--- config.mk ---
export PLATFORM = sky130hd
export DESIGN_NAME = nexys_starship_rooms_flat
export DESIGN_NICKNAME = d
export VERILOG_FILES = /design/src/rtl/nexys_starship_rooms_if.sv /design/src/rtl/nexys_starship_rooms.sv /design/src/flat_wrapper.sv
export SDC_FILE = /design/constraint.sdc
export NUM_CORES = 1
export LEC_CHECK = 0
export BUFFER_PORTS_ARGS = -buffer_cell sky130_fd_sc_hd__buf_4
export CAP_MARGIN = 15
export CORE_MARGIN = 10
export CORE_UTILIZATION = 50
export DETAILED_ROUTE_END_ITERATION = 6
export PLACE_DENSITY_LB_ADDON = 0.15
export SYNTH_ARGS = -nofsm -noshare
export SYNTH_HDL_FRONTEND = slang
export SYNTH_SLANG_ARGS = --single-unit
--- constraint.sdc ---
create_clock -name Clk -period 3.7 [get_ports Clk]
set_input_delay 0.74 -clock Clk [delete_from_list [all_inputs] [get_ports Clk]]
set_output_delay 0.74 -clock Clk [all_outputs]
set_load 0.02 [all_outputs]
--- src/rtl/nexys_starship_rooms_if.sv ---
// -----------------------------------------------------------------------------
// nexys_starship_rooms_if
// Player-side repair bus between the game front end and the room controller.
//   sel        : room targeted by a repair attempt
//   hex_combo  : combo entered by the player
//   submit     : one-cycle repair attempt pulse
//   sel_combo  : latched combo of room `sel` (0 when sel is out of range)
//   repair_ok  : registered pulse, correct combo accepted
//   repair_bad : registered pulse, wrong combo for a room under repair
// master = player / front end, slave = room controller.
// -----------------------------------------------------------------------------
interface nexys_starship_rooms_if #(
  parameter int SEL_W   = 2,
  parameter int COMBO_W = 4
) ();
  logic [SEL_W-1:0]   sel;
  logic [COMBO_W-1:0] hex_combo;
  logic               submit;
  logic [COMBO_W-1:0] sel_combo;
  logic               repair_ok;
  logic               repair_bad;

  modport master (
    output sel, hex_combo, submit,
    input  sel_combo, repair_ok, repair_bad
  );

  modport slave (
    input  sel, hex_combo, submit,
    output sel_combo, repair_ok, repair_bad
  );
endinterface

--- src/rtl/nexys_starship_rooms.sv ---
// -----------------------------------------------------------------------------
// nexys_starship_rooms
// Multi-room damage/repair controller. Each room runs its own
// INIT -> WORKING -> REPAIR machine; a broken room carries a latched combo and
// a repair deadline counted in `tick` pulses.
// Ports:
//   Clk, Reset        : clock (rising edge), asynchronous active-low reset
//   play_flag         : game running, INIT rooms move to WORKING
//   gameover_ctrl     : all rooms back to INIT, clears expired
//   tick              : deadline timebase pulse
//   break_req         : per-room break request
//   break_combo       : combo latched into a room as it breaks
//   bus (slave)       : sel / hex_combo / submit in, sel_combo / repair_ok /
//                       repair_bad out
//   q_Init/q_Working/q_Repair : per-room one-hot state bits
//   broken            : per-room broken flag (same as q_Repair)
//   broken_count      : number of broken rooms
//   overload          : broken_count >= MAX_BROKEN
//   expired           : sticky, some room's deadline ran out
// -----------------------------------------------------------------------------
module nexys_starship_rooms #(
  parameter int NUM_ROOMS    = 4,
  parameter int COMBO_W      = 4,
  parameter int REPAIR_TICKS = 8,
  parameter int MAX_BROKEN   = 3,
  parameter int SEL_W        = (NUM_ROOMS > 1) ? $clog2(NUM_ROOMS) : 1
) (
  input  logic                             Clk,
  input  logic                             Reset,
  input  logic                             play_flag,
  input  logic                             gameover_ctrl,
  input  logic                             tick,
  input  logic [NUM_ROOMS-1:0]             break_req,
  input  logic [COMBO_W-1:0]               break_combo,
  nexys_starship_rooms_if.slave            bus,
  output logic [NUM_ROOMS-1:0]             q_Init,
  output logic [NUM_ROOMS-1:0]             q_Working,
  output logic [NUM_ROOMS-1:0]             q_Repair,
  output logic [NUM_ROOMS-1:0]             broken,
  output logic [$clog2(NUM_ROOMS+1)-1:0]   broken_count,
  output logic                             overload,
  output logic                             expired
);

  localparam int CNT_W = $clog2(NUM_ROOMS + 1);
  localparam int TMR_W = $clog2(REPAIR_TICKS + 1);

  // One-hot encoding so the q_* outputs are direct flop bits.
  typedef enum logic [2:0] {
    ST_INIT    = 3'b001,
    ST_WORKING = 3'b010,
    ST_REPAIR  = 3'b100
  } room_state_e;

  room_state_e        state_r    [NUM_ROOMS];
  room_state_e        state_nx_s [NUM_ROOMS];
  logic [TMR_W-1:0]   timer_r    [NUM_ROOMS];
  logic [TMR_W-1:0]   timer_nx_s [NUM_ROOMS];
  logic [COMBO_W-1:0] combo_r    [NUM_ROOMS];
  logic [COMBO_W-1:0] combo_nx_s [NUM_ROOMS];
  logic [NUM_ROOMS-1:0] hit_s;

  logic ok_r, ok_nx_s;
  logic bad_r, bad_nx_s;
  logic expired_r, expired_nx_s;
  logic exp_ev_s;
  logic [CNT_W-1:0]   cnt_s;
  logic [COMBO_W-1:0] sel_combo_s;

  // Per-room decode of the state bits and of a submit aimed at that room.
  for (genvar g = 0; g < NUM_ROOMS; g++) begin : g_room
    assign q_Init[g]    = state_r[g][0];
    assign q_Working[g] = state_r[g][1];
    assign q_Repair[g]  = state_r[g][2];
    assign hit_s[g]     = bus.submit && (bus.sel == SEL_W'(g));
  end

  assign broken         = q_Repair;
  assign broken_count   = cnt_s;
  assign overload       = (cnt_s >= CNT_W'(MAX_BROKEN));
  assign bus.sel_combo  = sel_combo_s;
  assign bus.repair_ok  = ok_r;
  assign bus.repair_bad = bad_r;
  assign expired        = expired_r;

  // Popcount of broken rooms and mux of the selected room's combo.
  always_comb begin
    cnt_s       = {CNT_W{1'b0}};
    sel_combo_s = {COMBO_W{1'b0}};
    for (int i = 0; i < NUM_ROOMS; i++) begin
      cnt_s       = cnt_s + CNT_W'(q_Repair[i]);
      sel_combo_s = sel_combo_s |
                    (combo_r[i] & {COMBO_W{bus.sel == SEL_W'(i)}});
    end
  end

  // Next-state, timer, combo and pulse logic for every room.
  always_comb begin
    ok_nx_s  = 1'b0;
    bad_nx_s = 1'b0;
    exp_ev_s = 1'b0;
    for (int i = 0; i < NUM_ROOMS; i++) begin
      state_nx_s[i] = state_r[i];
      timer_nx_s[i] = timer_r[i];
      combo_nx_s[i] = combo_r[i];
      if (gameover_ctrl) begin
        state_nx_s[i] = ST_INIT;
        timer_nx_s[i] = {TMR_W{1'b0}};
      end else begin
        case (state_r[i])
          ST_INIT: begin
            timer_nx_s[i] = {TMR_W{1'b0}};
            if (play_flag) begin
              state_nx_s[i] = ST_WORKING;
            end else begin
              state_nx_s[i] = ST_INIT;
            end
          end
          ST_WORKING: begin
            if (break_req[i]) begin
              state_nx_s[i] = ST_REPAIR;
              combo_nx_s[i] = break_combo;
              timer_nx_s[i] = TMR_W'(REPAIR_TICKS);
            end else begin
              state_nx_s[i] = ST_WORKING;
            end
          end
          ST_REPAIR: begin
            // A submit aimed at this room takes precedence over the tick,
            // so a correct repair on the last tick never flags expiry.
            if (hit_s[i]) begin
              if (bus.hex_combo == combo_r[i]) begin
                state_nx_s[i] = ST_WORKING;
                ok_nx_s       = 1'b1;
              end else begin
                bad_nx_s      = 1'b1;
              end
            end else if (tick && (timer_r[i] != {TMR_W{1'b0}})) begin
              timer_nx_s[i] = timer_r[i] - TMR_W'(1);
              if (timer_r[i] == TMR_W'(1)) begin
                exp_ev_s = 1'b1;
              end else begin
                exp_ev_s = exp_ev_s;
              end
            end else begin
              timer_nx_s[i] = timer_r[i];
            end
          end
          default: begin
            state_nx_s[i] = ST_INIT;
            timer_nx_s[i] = {TMR_W{1'b0}};
          end
        endcase
      end
    end
    if (gameover_ctrl) begin
      expired_nx_s = 1'b0;
    end else begin
      expired_nx_s = expired_r | exp_ev_s;
    end
  end

  // State, timer, combo and status registers.
  always_ff @(posedge Clk or negedge Reset) begin
    if (!Reset) begin
      for (int i = 0; i < NUM_ROOMS; i++) begin
        state_r[i] <= ST_INIT;
        timer_r[i] <= {TMR_W{1'b0}};
        combo_r[i] <= {COMBO_W{1'b0}};
      end
      ok_r      <= 1'b0;
      bad_r     <= 1'b0;
      expired_r <= 1'b0;
    end else begin
      for (int i = 0; i < NUM_ROOMS; i++) begin
        state_r[i] <= state_nx_s[i];
        timer_r[i] <= timer_nx_s[i];
        combo_r[i] <= combo_nx_s[i];
      end
      ok_r      <= ok_nx_s;
      bad_r     <= bad_nx_s;
      expired_r <= expired_nx_s;
    end
  end

endmodule
--- src/flat_wrapper.sv ---
// flat-port wrapper written by rule: the top's interface ports become plain ports
module nexys_starship_rooms_flat 
#(
  parameter int NUM_ROOMS    = 4,
  parameter int COMBO_W      = 4,
  parameter int REPAIR_TICKS = 8,
  parameter int MAX_BROKEN   = 3,
  parameter int SEL_W        = (NUM_ROOMS > 1) ? $clog2(NUM_ROOMS) : 1
)
  (Clk, Reset, play_flag, gameover_ctrl, tick, break_req, break_combo, q_Init, q_Working, q_Repair, broken, broken_count, overload, expired, bus_sel, bus_hex_combo, bus_submit, bus_sel_combo, bus_repair_ok, bus_repair_bad);
  nexys_starship_rooms_if #(.SEL_W(SEL_W), .COMBO_W(COMBO_W)) bus_i ();
  input  logic Clk;
  input  logic Reset;
  input  logic play_flag;
  input  logic gameover_ctrl;
  input  logic tick;
  input  logic [NUM_ROOMS-1:0] break_req;
  input  logic [COMBO_W-1:0] break_combo;
  output logic [NUM_ROOMS-1:0] q_Init;
  output logic [NUM_ROOMS-1:0] q_Working;
  output logic [NUM_ROOMS-1:0] q_Repair;
  output logic [NUM_ROOMS-1:0] broken;
  output logic [$clog2(NUM_ROOMS+1)-1:0] broken_count;
  output logic overload;
  output logic expired;
  input wire logic [$bits(bus_i.sel)-1:0] bus_sel;
  input wire logic [$bits(bus_i.hex_combo)-1:0] bus_hex_combo;
  input wire logic [$bits(bus_i.submit)-1:0] bus_submit;
  output wire logic [$bits(bus_i.sel_combo)-1:0] bus_sel_combo;
  output wire logic [$bits(bus_i.repair_ok)-1:0] bus_repair_ok;
  output wire logic [$bits(bus_i.repair_bad)-1:0] bus_repair_bad;
  assign bus_i.sel = bus_sel;
  assign bus_i.hex_combo = bus_hex_combo;
  assign bus_i.submit = bus_submit;
  assign bus_sel_combo = bus_i.sel_combo;
  assign bus_repair_ok = bus_i.repair_ok;
  assign bus_repair_bad = bus_i.repair_bad;
  nexys_starship_rooms #(.NUM_ROOMS(NUM_ROOMS), .COMBO_W(COMBO_W), .REPAIR_TICKS(REPAIR_TICKS), .MAX_BROKEN(MAX_BROKEN), .SEL_W(SEL_W)) u_core (.Clk(Clk), .Reset(Reset), .play_flag(play_flag), .gameover_ctrl(gameover_ctrl), .tick(tick), .break_req(break_req), .break_combo(break_combo), .bus(bus_i), .q_Init(q_Init), .q_Working(q_Working), .q_Repair(q_Repair), .broken(broken), .broken_count(broken_count), .overload(overload), .expired(expired));
endmodule
# --- Word-level counts from Yosys, hierarchy flattened ---
# Index checks and enable logic that the tools add are counted.
word_totals:
  inputBits: 20
  register_bits: 47
classes:
  eq_ne: 43
  bitwise_logic: 9
  magnitude_cmp: 1
  n_addsub: 7
  reduce_logical: 25
  n_mux: 94
op_table:
  columns: ["op", "n"]
  rows:
  - ["4-bit 2-to-1 mux", 16]
  - ["1-bit 2-to-1 mux", 53]
  - ["3-bit 2-to-1 mux", 16]
  - ["3-bit by 2-bit != test with 1-bit output, second input constant", 12]
  - ["3-bit one-hot mux with 3 select lines", 4]
  - ["4-bit one-hot mux with 2 select lines", 4]
  - ["3-bit != test, second input constant", 8]
  - ["3-bit AND reduction", 8]
  - ["4-bit bitwise AND", 4]
  - ["4-bit by 1-bit equality test with 1-bit output, second input constant", 4]
  - ["4-bit equality test", 4]
  - ["4-bit nonzero test", 4]
  - ["4-bit by 1-bit subtractor with 4-bit output, second input constant", 4]
  - ["3-bit by 1-bit equality test with 1-bit output, second input constant", 4]
  - ["3-bit by 2-bit equality test with 1-bit output, second input constant", 4]
  - ["3-bit equality test, second input constant", 4]
  - ["4-bit bitwise OR", 3]
  - ["1-bit logical AND", 8]
  - ["2-bit AND reduction", 4]
  - ["3-bit by 1-bit adder with 3-bit output", 2]
  - ["2-bit equality test, second input constant", 2]
  - ["3-bit by 2-bit greater-or-equal comparator with 1-bit output, second input constant", 1]
  - ["1-bit by 1-bit adder with 2-bit output", 1]
  - ["2-bit by 1-bit equality test with 1-bit output, second input constant", 1]
  - ["4 further kinds", 4]

# --- Longest topological paths before layout ---
# Gate-level depths: netlist (run 1).
depth:
  ltp_word: 23
  mapped_depth: 6
  depth_no_buf: 6

# --- Least setup slack after synthesis (run 1) ---
# OpenSTA, ideal clock, no wires.
synth_path:
  path_kind: "register -> output"
  from: "reg u_core.state_r (netlist bit u_core.broken[0])"
  to: "out overload"
  n_path_buf: 0
  path_slack_ns: 1.134
  path_stages_with_launch: 7
  arrival_time_ns: 1.826
  cell_sequence: "dfrtp_1 ha_1 inv_1 fa_1 inv_1 ha_1 a21o_1"
synth_between:
  elab_chain_len: 4
synth_rtl:
  columns: ["item", "line_no", "source"]
  rows:
  - ["start, declared", "nexys_starship_rooms.sv:55", "room_state_e state_r [NUM_ROOMS];"]
  - ["start signal, assigned by index", "nexys_starship_rooms.sv:176", "state_r[i] <= state_nx_s[i];"]
  - ["1-bit by 1-bit adder with 2-bit output", "nexys_starship_rooms.sv:91", "cnt_s = cnt_s + CNT_W'(q_Repair[i]);"]
  - ["3-bit by 1-bit adder with 3-bit output (2 in a row)", "nexys_starship_rooms.sv:91", null]
  - ["named net broken_count[1]", "flat_wrapper.sv:23", "output logic [$clog2(NUM_ROOMS+1)-1:0] broken_count;"]
  - ["3-bit by 2-bit greater-or-equal comparator with 1-bit output", "nexys_starship_rooms.sv:80", "assign overload = (cnt_s >= CNT_W'(MAX_BROKEN));"]
  - ["end, declared", "flat_wrapper.sv:24", "output logic overload;"]
# The timed path passes the listed nets, and every way through them passes these cells.

# --- Worst setup path after layout (run 1) ---
layout_path:
  from: "reg u_core.state_r (netlist bit u_core.broken[0])"
  to: "out overload"
layout_between:
  elab_chain_len: 4
layout_rtl:
  columns: ["item", "line_no"]
  rows:
  - ["1-bit by 1-bit adder with 2-bit output", "nexys_starship_rooms.sv:91"]
  - ["3-bit by 1-bit adder with 3-bit output (2 in a row)", "nexys_starship_rooms.sv:91"]
  - ["3-bit by 2-bit greater-or-equal comparator with 1-bit output", "nexys_starship_rooms.sv:80"]
# Every way passes these cells.

==> summary.txt, run 1 <==
Run status: finished clean
CTS tree: done
Global Route Usage Sum: 15.1%
Drt first pass iters: 4
Synth Warn #: 0
Total negative slack: 0 ps
Syn_nets: 328
Commonest non-fill, non-tap cell in the layout: buf_4
Crit path max-delay family: adder cells
VDD IR-drop max: 0.207 mV
CP cell instances: ha_1, inv_1, fa_1, inv_1, ha_1, a21o_1, buf_4
Core box area: 5850 sq um
Chip Width: 97.3 microns
Worst Setup End Kind: output port
Vias: 2,411
Fmax: 344 MHz
Post-Layout Cell Count: 410
Ys async rst share: 100%
First-pass GRT wire length: 12,200 microns
Slowest CP cell: dfrtp_1
Synthesized instance count: 293
Met3 Use GR: 3.27%
PortBufs: 46
Total Power: 0.00113 W
WL final: 7180 microns
DP Wirelength: 5480 microns
CTS clock-pin slew for the worst setup and hold paths: 90 ps
Dpl cells: 402
DRC viols: 0
Buf+Inv Stages, Crit Path: 3
Hold Buf Count CTS: 0
Initial antenna violation count: 0
Pwr per Cell Area: 328 nW/um^2
Slew margin rel.: 51.0%
Nets: 369
Max Slew Vio Count: 0
Reg area: 1180 sq um
Clk Latency, worst-skew pair: 300 ps
Cts bufs inserted: 5
Post-cts resize count: 0
Clk root buf: clkbuf_8
Largest net degree at the start of global routing: 48
Prevailing post-synth register cell: dfrtp_1
DR iter-0 viols: 145
Die area: 9470 sq um
Worst slew pin tran: 728 ps
# setup viols final: 0
Clk sinks: 47
Share of cells above drive strength 1: 26.6%
CP arrival: 2170 ps
Static Leak: 1.59 nW
Footprint of the multi-input gates: 1660 sq um
Worst Path Required: 2960 ps
Area Overhead vs Synth: 15.4%
Met2 usage: 25.8%
Worst Skew: 6.42 ps
Max Cap Violations: 0
Met1 Resource Use GR: 18.3%
Count of state elements after synthesis: 47
Antenna viol nets, final: 0
Most frequent cells in the layout: buf_4 (46), dfrtp_1 (43), inv_1 (22), mux2_2 (16), ha_1 (14)
Mapped Area: 2990 sq um
Final hold vios: 0
Dpl cell area: 3360 sq um
Mean Syn Cell Area: 10.2 sq um
Deepest clock path buffer count: 2
Fillcell total: 544
Period utilisation layout: 78.7%
Highest cell delay on the worst timing path: 500 ps
Die H: 97.3 microns
RD Place Congestion: 0.805
Hold Crit Class: input pin to async pin
Utilization after layout: 59.0%
Worst setup SP type: register
Number of global-route vias before repair: 2,508
Via/cell ratio: 5.88
Initial core utilization: 51.1%
Most used routing layer: met2
Number of core rows: 28
Antenna diode count: 0
H-tree levels: 2
EDFF count, synth: 0
Sequential element share of the synthesized area: 39.5%
Wire per inst: 17.5 microns
Synth unique cells: 58
CP Max Fanout: 11
Total setup buffers inserted after CTS: 0
RSZ-0062 raised after global routing: no
Critical path class: register to output port
I/O pins: 47
Design area: 3450 sq um
Minimum clock period: 2910 ps
Global route overflow: 0
area by class of cell:
class / count / area share, %
Timing Repair Buffer: 46 / 10.0
Multi-Input combinational cell: 212 / 48.1
Sequential cell: 47 / 34.2
Clock inverter: 3 / 0.580
Inverter: 22 / 2.39
Clock buffer: 5 / 1.99
Tap cell: 75 / 2.72
worst paths after layout:
path	start	cells past startpoint	slack, ps	endpoint
worst max-delay path	u_core.broken[0]	7	790	overload
worst min-delay path	Reset	1	450	u_core.timer_r[14]
worst max register to register	u_core.timer_r[4]	6	1760	u_core.timer_r[6]
worst min register to register	u_core.timer_r[11]	1	510	u_core.timer_r[11]
max in group asynchronous	Reset	1	2850	u_core.combo_r[15]
min in group Clk	u_core.timer_r[11]	1	510	u_core.timer_r[11]
stage by stage:
| step | hold WS (ps) | setup slack, ps |
|---|---|---|
| after floorplan | 444 | 1130 |
| after CTS | 466 | 784 |
| after global routing | 487 | 664 |
| after detailed placement | 484 | 1130 |
| final | 449 | 789 |
| after global placement | 489 | 1190 |
cells in the mapped netlist (3+ instances only):
cell type	n	share of area, %
buf_4	6	1.5
a21oi_1	12	2.0
clkbuf_1	6	0.75
nand3b_1	5	1.3
nor3b_1	3	0.75
nor2_1	13	1.6
a21o_1	7	1.8
or4b_1	3	1.0
dfrtp_1	43	36
o211ai_1	4	1.0
o21ai_0	12	2.0
mux4_2	4	3.0
mux2_2	16	6.0
o31ai_1	4	1.0
nand3_1	5	0.84
nor4b_1	4	1.2
nand4_1	6	1.3
inv_1	22	2.8
xnor2_1	10	2.9
nor4_1	3	0.63
dfstp_2	4	3.5
nor2b_1	3	0.63
o22ai_1	5	1.0
xor2_1	8	2.3
ha_1	14	5.9
nand2_1	12	1.5
nand2b_1	8	1.7
or3b_2	5	1.5
nor3_1	11	1.8
metal layers:
metal | vias up | wire length (microns)
met1 | 1178 | 3310
met5 | - | 0
met4 | 0 | 127
met3 | 13 | 327
met2 | 66 | 3420
li1 | 1154 | -
flip-flops by register name, summed over array words and instances (netlist names):
register	cells
u_core.bus.repair_ok	1
u_core.combo_r	16
u_core.broken	4
u_core.q_Init	4
u_core.bus.repair_bad	1
u_core.expired	1
u_core.q_Working	4
u_core.timer_r	16
worst register-to-register path: stages (launching register included):
cell and delay, ps:
dfrtp_1 440, inv_1 110, ha_1 170, or3b_2 460, a31oi_1 390, or4_1 180
a21oi_1 60
cells by family after synthesis:
logic type	after synthesis	share of synthesized area [%]
buffers and inverters	34	5.02
AO/OA/AOI/OAI	64	14.7
flip-flops	47	39.5
multiplexers	21	9.37
XOR/XNOR	18	5.27
AND/OR/NAND/NOR	94	19.6
adder cells (fa/ha/maj)	15	6.53
power by group:
| group | internal (W) | leakage, nW | switching (W) | total, W |
|---|---|---|---|---|
| Combinational | 0.000114 | 0.925 | 0.000109 | 0.000222 |
| Clock | 0.000132 | 0.0402 | 0.000180 | 0.000311 |
| Sequential | 0.000556 | 0.626 | 0.0000436 | 0.000600 |
| Total | 0.000801 | 1.59 | 0.000332 | 0.00113 |
Power figures use the tool's default switching activity.
==> run 2: changes to the inputs <==
Clock period 3.7 ns to 2.8 ns, I/O delays scaled along.
==> run 2 against run 1 <==
- utilization rose by 0.51 points
- global-route usage fell by 0.63 points
- sequential power rose by 32%
- clock-buffer cell count rose by 1
- wire length fell by 2.7%
- critical path depth did not move
- register-to-register slack got worse by 850 ps
- largest cell class unchanged
- via count fell by 2.6%
- critical path type unchanged
==> summary.txt, run 2 (synthesized netlist as in run 1, its figures left out) <==
Worst Setup End Kind: output port
Clock share of power: 31.9%
Top Registers: u_core.combo_r: 16 flops, u_core.timer_r: 16 flops
Footprint of the multi-input gates: 1660 sq um
Stages on worst setup path: 7
Worst Path Required: 2240 ps
PortBufs: 46
Worst Skew: 10.8 ps
H-tree levels: 2
Global route overflow: 0
Buf+Inv Stages, Crit Path: 3
Switching power: 0.000440 W
Antenna viol nets, final: 0
Fillcell total: 519
Clk Latency, worst-skew pair: 310 ps
Cts bufs inserted: 5
Crit path max-delay family: adder cells
Reg2reg setup slack: 910 ps
# setup viols final: 0
Chip Width: 97.3 microns
Total setup buffers inserted after CTS: 0
Number of core rows: 28
CTS clock-pin slew for the worst setup and hold paths: 100 ps
Slowest CP cell: dfrtp_2
Nets: 370
Worst slew pin tran: 701 ps
Net Sw Frac: 27.6%
Slew margin rel.: 52.9%
Hold_ws: 248 ps
Dpl ws: 438 ps
Logic pwr share: 18.4%
DR iter-0 viols: 146
Pwr per Cell Area: 457 nW/um^2
Utilization after layout: 59.5%
Most frequent cells in the layout: buf_4 (47), dfrtp_1 (42), inv_1 (22), mux2_2 (16), ha_1 (14)
WL final: 6980 microns
Worst setup SP type: register
Share of cells above drive strength 1: 26.8%
Final hold vios: 0
Run status: finished clean
Highest cell delay on the worst timing path: 480 ps
Die area: 9470 sq um
Deepest clock path buffer count: 2
CP Max Fanout: 10
Via/cell ratio: 5.72
Wire per inst: 17.0 microns
Core box area: 5850 sq um
Commonest non-fill, non-tap cell in the layout: buf_4
Initial core utilization: 51.1%
DP Wirelength: 5430 microns
Vias: 2,349
Max Slew Vio Count: 0
Area Overhead vs Synth: 16.4%
Hold Buf Count CTS: 0
Antenna diode count: 0
First-pass GRT wire length: 11,600 microns
Clk root buf: clkbuf_8
Drt first pass iters: 4
CP cell instances: ha_1, inv_1, fa_1, inv_1, ha_1, a21o_1, buf_4
RD Place Congestion: 0.833
Post-cts resize count: 0
P_int: 0.00115 W
Sequential share of power: 49.7%
Hold Crit Class: input pin to async pin
DRC viols: 0
Post-route setup slack: 149 ps
Minimum clock period: 2650 ps
Period utilisation layout: 94.7%
CTS tree: done
Die H: 97.3 microns
Number of global-route vias before repair: 2,346
Cells on worst reg2reg path: 6
Global Route Usage Sum: 14.5%
Reg area: 1180 sq um
I/O pins: 47
Initial antenna violation count: 0
Fmax: 377 MHz
CP arrival: 2090 ps
Total negative slack: 0 ps
Max Cap Violations: 0
Static Leak: 1.61 nW
Critical path class: register to output port
VDD IR-drop max: 0.307 mV
Clk sinks: 47
RSZ-0062 raised after global routing: no
Largest net degree at the start of global routing: 48
==> run 2: cell types whose count changed in the layout (fill, tap and decap cells not counted) <==
cell,delta
clkbuf_1,+1
dfrtp_2,+1
dfrtp_1,-1
clkinvlp_4,-1
buf_4,+1
bufinv_16,+1
clkinv_2,-1
==> run 2: cell type report <==
cell class / instances / area share (%)
Clock buffer: 6 / 2.08
Clock inverter: 2 / 1.08
Multi-Input combinational cell: 212 / 47.7
Inverter: 22 / 2.37
Sequential cell: 47 / 34.0
Timing Repair Buffer: 47 / 10.1
Tap cell: 75 / 2.70
==> run 2: layer usage <==
metal  global-route usage (%)  vias up  wire length [microns]
li1                         -     1152                      -
met5                        0        -                      0
met2                     23.8       42                   3450
met3                     3.41        5                    244
met1                     18.9     1150                   3240
met4                     3.13        0                     43
==> run 2: power by group through the flow <==
stage	Sequential, W	Combinational [W]	Clock, W
6_report	0.000791	0.000292	0.000508
4_1_cts	0.000791	0.000297	0.000518
3_3_place_gp	0.000802	0.000292	0
5_1_grt	0.000801	0.000320	0.000541
3_5_place_dp	0.000804	0.000297	0
2_1_floorplan	0.000800	0.000176	0
==> run 2: worst paths after layout <==
check | start | endpoint
setup / recovery | u_core.broken[1] | overload
hold / removal | Reset | u_core.timer_r[13]
setup reg to reg | u_core.timer_r[4] | u_core.timer_r[6]
hold reg to reg | u_core.timer_r[11] | u_core.timer_r[11]
max in group asynchronous | Reset | u_core.broken[1]
min in group Clk | break_req[2] | u_core.broken[2]
==> run 2: per-stage QoR <==
step | std cells | instance area [sq um] | total power (W)
after global routing | 411 | 3480 | 0.00166
after global placement | 403 | 3370 | 0.00109
after CTS | 411 | 3480 | 0.00161
after floorplan | 293 | 2990 | 0.000977
final | 411 | 3480 | 0.00159
after detailed placement | 403 | 3370 | 0.00110
